--- src/rtl/rx.sv ---
`default_nettype none
// ============================================================================
// rx : single-wire word-link serial receiver (start 0, WIDTH bits MSB first,
//      stop 0). Optional macro RX_SYNC_INPUT_EN adds a 2-flop line synchronizer.
// Revision: 1.0
// ============================================================================
module rx #(
    parameter int WIDTH = 16
) (
    input  logic             clock,
    input  logic             reset,
    input  logic             linha,
    input  logic             ack,
    output logic [WIDTH-1:0] palavra,
    output logic             valid,
    output logic             busy,
    output logic             frame_err,
    output logic             overrun
);

    localparam int CNT_W = $clog2(WIDTH);

    typedef enum logic [1:0] {
        WAIT_HIGH = 2'd0,
        IDLE      = 2'd1,
        DATA      = 2'd2,
        STOP      = 2'd3
    } state_t;

    logic line_in;

`ifdef RX_SYNC_INPUT_EN
    logic sync1_q;
    logic sync2_q;

    always_ff @(posedge clock) begin
        if (!reset) begin
            sync1_q <= 1'b1;
            sync2_q <= 1'b1;
        end else begin
            sync1_q <= linha;
            sync2_q <= sync1_q;
        end
    end

    assign line_in = sync2_q;
`else
    assign line_in = linha;
`endif

    state_t             state_q,   state_d;
    logic [CNT_W-1:0]   cnt_q,     cnt_d;
    logic [WIDTH-1:0]   shreg_q,   shreg_d;
    logic               good_q,    good_d;
    logic               bad_q,     bad_d;
    logic [WIDTH-1:0]   palavra_q, palavra_d;
    logic               valid_q,   valid_d;
    logic               overrun_q, overrun_d;
    logic               ferr_q,    ferr_d;
    logic               busy_q,    busy_d;

    always_ff @(posedge clock) begin
        if (!reset) begin
            state_q   <= WAIT_HIGH;
            cnt_q     <= '0;
            shreg_q   <= '0;
            good_q    <= 1'b0;
            bad_q     <= 1'b0;
            palavra_q <= '0;
            valid_q   <= 1'b0;
            overrun_q <= 1'b0;
            ferr_q    <= 1'b0;
            busy_q    <= 1'b0;
        end else begin
            state_q   <= state_d;
            cnt_q     <= cnt_d;
            shreg_q   <= shreg_d;
            good_q    <= good_d;
            bad_q     <= bad_d;
            palavra_q <= palavra_d;
            valid_q   <= valid_d;
            overrun_q <= overrun_d;
            ferr_q    <= ferr_d;
            busy_q    <= busy_d;
        end
    end

    // Frame FSM; WAIT_HIGH keeps a stop bit or stuck-low line from looking like a start
    always_comb begin
        state_d = state_q;
        cnt_d   = cnt_q;
        shreg_d = shreg_q;
        good_d  = 1'b0;
        bad_d   = 1'b0;
        case (state_q)
            WAIT_HIGH: begin
                if (line_in) state_d = IDLE;
            end
            IDLE: begin
                if (!line_in) begin
                    state_d = DATA;
                    cnt_d   = CNT_W'(WIDTH - 1);
                end
            end
            DATA: begin
                shreg_d = {shreg_q[WIDTH-2:0], line_in};
                if (cnt_q == '0) state_d = STOP;
                else             cnt_d   = cnt_q - CNT_W'(1);
            end
            STOP: begin
                state_d = WAIT_HIGH;
                if (line_in) bad_d  = 1'b1;
                else         good_d = 1'b1;
            end
            default: state_d = WAIT_HIGH;
        endcase
    end

    // Output holding register; shreg_q is stable until the next DATA state
    always_comb begin
        palavra_d = palavra_q;
        valid_d   = valid_q;
        overrun_d = overrun_q;
        if (ack) begin
            valid_d   = 1'b0;
            overrun_d = 1'b0;
        end
        if (good_q) begin
            if (!valid_q || ack) begin
                palavra_d = shreg_q;
                valid_d   = 1'b1;
            end else begin
                overrun_d = 1'b1;
            end
        end
        ferr_d = bad_q;
        busy_d = (state_d == DATA) || (state_d == STOP);
    end

    assign palavra   = palavra_q;
    assign valid     = valid_q;
    assign overrun   = overrun_q;
    assign frame_err = ferr_q;
    assign busy      = busy_q;

endmodule
`default_nettype wire

--- config.mk ---
export PLATFORM = sky130hd
export DESIGN_NAME = rx
export DESIGN_NICKNAME = d
export VERILOG_FILES = /design/src/rtl/rx.sv
export SDC_FILE = /design/constraint.sdc
export NUM_CORES = 1
export LEC_CHECK = 0
export CORE_MARGIN = 8
export CORE_UTILIZATION = 55
export CTS_BUF_LIST = sky130_fd_sc_hd__clkbuf_4
export DETAILED_ROUTE_END_ITERATION = 12
export GPL_TIMING_DRIVEN = 0
export HOLD_SLACK_MARGIN = 0.03
export PLACE_DENSITY = 0.85
export SLEW_MARGIN = 10
export SYNTH_ARGS = -nofsm -noshare
export SYNTH_HDL_FRONTEND = slang
export SYNTH_SLANG_ARGS = --single-unit
--- constraint.sdc ---
create_clock -name clock -period 2.1 [get_ports clock]
set_clock_uncertainty 0.15 [all_clocks]
set_input_delay 0.315 -clock clock [delete_from_list [all_inputs] [get_ports clock]]
set_output_delay 0.315 -clock clock [all_outputs]
set_load 0.005 [all_outputs]
==> impl_metrics.json <==
{
  "crit_type": "reg -> out",
  "grt_pass1_vias": 1308,
  "drt_iter0_drc": 99,
  "synthesis.nets": 194,
  "fillers": 209,
  "async_flop_share_pct": 0,
  "critPathMaxStageDelay_ns": 0.55,
  "power_leakage_uw": 0.000647,
  "slowest_stage": "clkdlybuf4s50_1",
  "critPathLaunchType": "flip-flop",
  "fmax_mhz": 554,
  "swShare_pct": 21.3,
  "io_pins": 24,
  "postRouteAntennaNets": 0,
  "overflow": 0,
  "crit_buf_inv": 1,
  "multi_input_area_um2": 649,
  "worstMarginPinSlew_ns": 0.447,
  "synth.distinct_cells": 24,
  "yosysMostFrequentCell": "dfxtp_1",
  "cts_hold_buf": 0,
  "cts_tree": "yes",
  "crit_path_end_kind": "output port",
  "required_ns": 1.63,
  "track_usage_pct": 13.6,
  "reg2reg_depth": 5,
  "grt_max_degree": 13,
  "p_int_uw": 1120,
  "status": "completed",
  "power_density_nw_per_um2": 735,
  "synth_top_area_share_pct": 54.2,
  "drive_gt1_share_pct": 7.31,
  "wl_mm": 3.32,
  "die-area_um2": 4870,
  "p_switching_uw": 303,
  "stdcell_area_um2": 1930,
  "die_x_um": 69.8,
  "tns_ns": 0,
  "p_clk_share_pct": 35.4,
  "hpwl_mm": 2.43,
  "cp_max_fo": 6,
  "gp_congestion": 0.802,
  "synthTopCellsByCount": "dfxtp_1, a21oi_1, nand2_1",
  "register_area_um2": 861,
  "peakVddDrop_v": 0.000576,
  "p_comb_share_pct": 5.8,
  "cts_buffers": 5,
  "hold_path_class": "reg -> reg",
  "area_growth_pct": 21.7,
  "fin_nets": 224,
  "cts-root-buf": "clkbuf_4",
  "yosysWarnings": 0,
  "start_util_pct": 57.6,
  "syn_area_um2": 1590,
  "ys.flop_type": "dfxtp_1",
  "drv_slew": 0,
  "layout_min_cycle_time_ns": 1.80,
  "routedWlPerCell_um": 13.3,
  "worstSetupPathDepth": 1,
  "cts_sinks": 43,
  "grt_pass1_wl_mm": 5.60,
  "cts-resized-gates": 0,
  "io_buffer_count": 23,
  "vias": 1406,
  "cap_viol_max_count": 0,
  "fp.dieH_um": 69.8,
  "period_share_pct": 85.9,
  "synthCells": 189,
  "route.detailed.drc": 0,
  "worstPathArrival_ns": 1.34,
  "ys_seq_area_share_pct": 54.2,
  "syn_avg_cell_area_um2": 8.41,
  "hold_depth": 1,
  "worst_skew_pair.late_latency_ns": 0.35,
  "htree_levels": 2,
  "first_pass_iters": 4,
  "antenna_cells": 0,
  "place_area_um2": 1860,
  "rsz0062_at_grt": "no",
  "pre_cts_slack_ns": 0.0698,
  "ys_ff_latch": 43,
  "row_count": 19,
  "crit_family": "buffers and inverters",
  "yosysTopAreaCell": "dfxtp_1",
  "antenna_found_initial": 0,
  "synth-edff-count": 0,
  "avgViaCountPerCell": 5.62,
  "setup_slack_ns": 0.295,
  "pwr-share-seq_pct": 58.8,
  "path_cells": "clkdlybuf4s50_1",
  "coreArea_um2": 2760,
  "clkTransAtPathRegs_ns": 0.10,
  "hold_viol": 0,
  "setup_violations": 0,
  "cts_setup_buffers": 0,
  "cts_buffer_depth": 2,
  "slew-limit-headroom_pct": 70.2,
  "synth_area_leaders": "dfxtp_1, a21oi_1, nand2_1, nand3_1, o21ai_0"
}
-- registers in the layout (all words and copies together) (netlist names) --
| signal | flops |
|---|---|
| good_q | 1 |
| cnt_q | 4 |
| palavra | 16 |
| state_q | 2 |
| valid | 1 |
| shreg_q | 16 |
| bad_q | 1 |
| frame_err | 1 |
| overrun | 1 |
-- final timing paths --
kind / startpoint / endpoint / slack [ns]
worst max-delay path: state_q[1]$_SDFF_PN0_ / busy / 0.30
worst min-delay path: bad_q$_SDFF_PN0_ / frame_err$_SDFF_PN0_ / 0.31
worst max register to register: cnt_q[0]$_SDFFE_PN0P_ / cnt_q[1]$_SDFFE_PN0P_ / 0.37
worst min register to register: bad_q$_SDFF_PN0_ / frame_err$_SDFF_PN0_ / 0.31
-- cell usage in the layout, fill, tap and decap left out, types with 4 or more instances in the layout --
cell type        count
a211oi_1             4
a21oi_1             35
buf_2                6
clkbuf_1             7
clkbuf_4             6
clkdlybuf4s50_1     23
dfxtp_1             43
inv_1                5
nand2_1             32
nand3_1             18
nor2_1               5
o21ai_0             16
-- routing by layer --
| layer | vias to the layer above | track usage, % | wire, um |
|---|---|---|---|
| li1 | 703 | - | - |
| met1 | 659 | 15.2 | 1490 |
| met2 | 37 | 23.0 | 1570 |
| met3 | 7 | 4.01 | 196 |
| met4 | 0 | 6.70 | 68 |
| met5 | - | 0 | 0 |
-- stage by stage --
stage / hold WS [ns] / cells / power [uW] / util (%)
2_1_floorplan: 0.237 / 189 / 909 / -
3_3_place_gp: 0.268 / 243 / 930 / 67.4
3_5_place_dp: 0.292 / 243 / 935 / 67.4
4_1_cts: 0.316 / 250 / 1430 / 70.1
5_1_grt: 0.347 / 250 / 1470 / 70.1
6_report: 0.313 / 250 / 1420 / 70.1
-- power by group through the flow --
stage	sequential, uW	clock [uW]	combinational, uW
after CTS	835	507	82.3
after floorplan	851	0	57.9
after detailed placement	854	0	81.7
after global routing	837	539	89.7
after global placement	852	0	77.3
final	836	504	82.1
-- worst reg2reg max path, cell delays in order, from the launching register on --
cell and delay, ns:
dfxtp_1 0.36, inv_1 0.07, ha_1 0.19, or3b_4 0.42
and2_4 0.18, o311a_1 0.27
-- layout make-up --
cell class / instances / share of cell area (%)
buffer: 14 / 3.11
clock buffer: 6 / 2.33
clock inverter: 1 / 1.55
inverter: 5 / 0.971
multi-input combinational: 127 / 33.6
sequential: 43 / 44.5
tap: 31 / 2.01
timing repair buffer: 23 / 11.9
-- kinds of logic (layout without fill, tap and decap cells) --
family	count (synthesis)	in the layout	synth area share (%)
simple gates	66	66	19.6
compound gates	59	59	19.9
flops	43	43	54.2
buf+inv	19	49	4.96
fa+ha+maj	1	1	0.787
xor+xnor	1	1	0.551
Power figures use the tool's default switching activity.
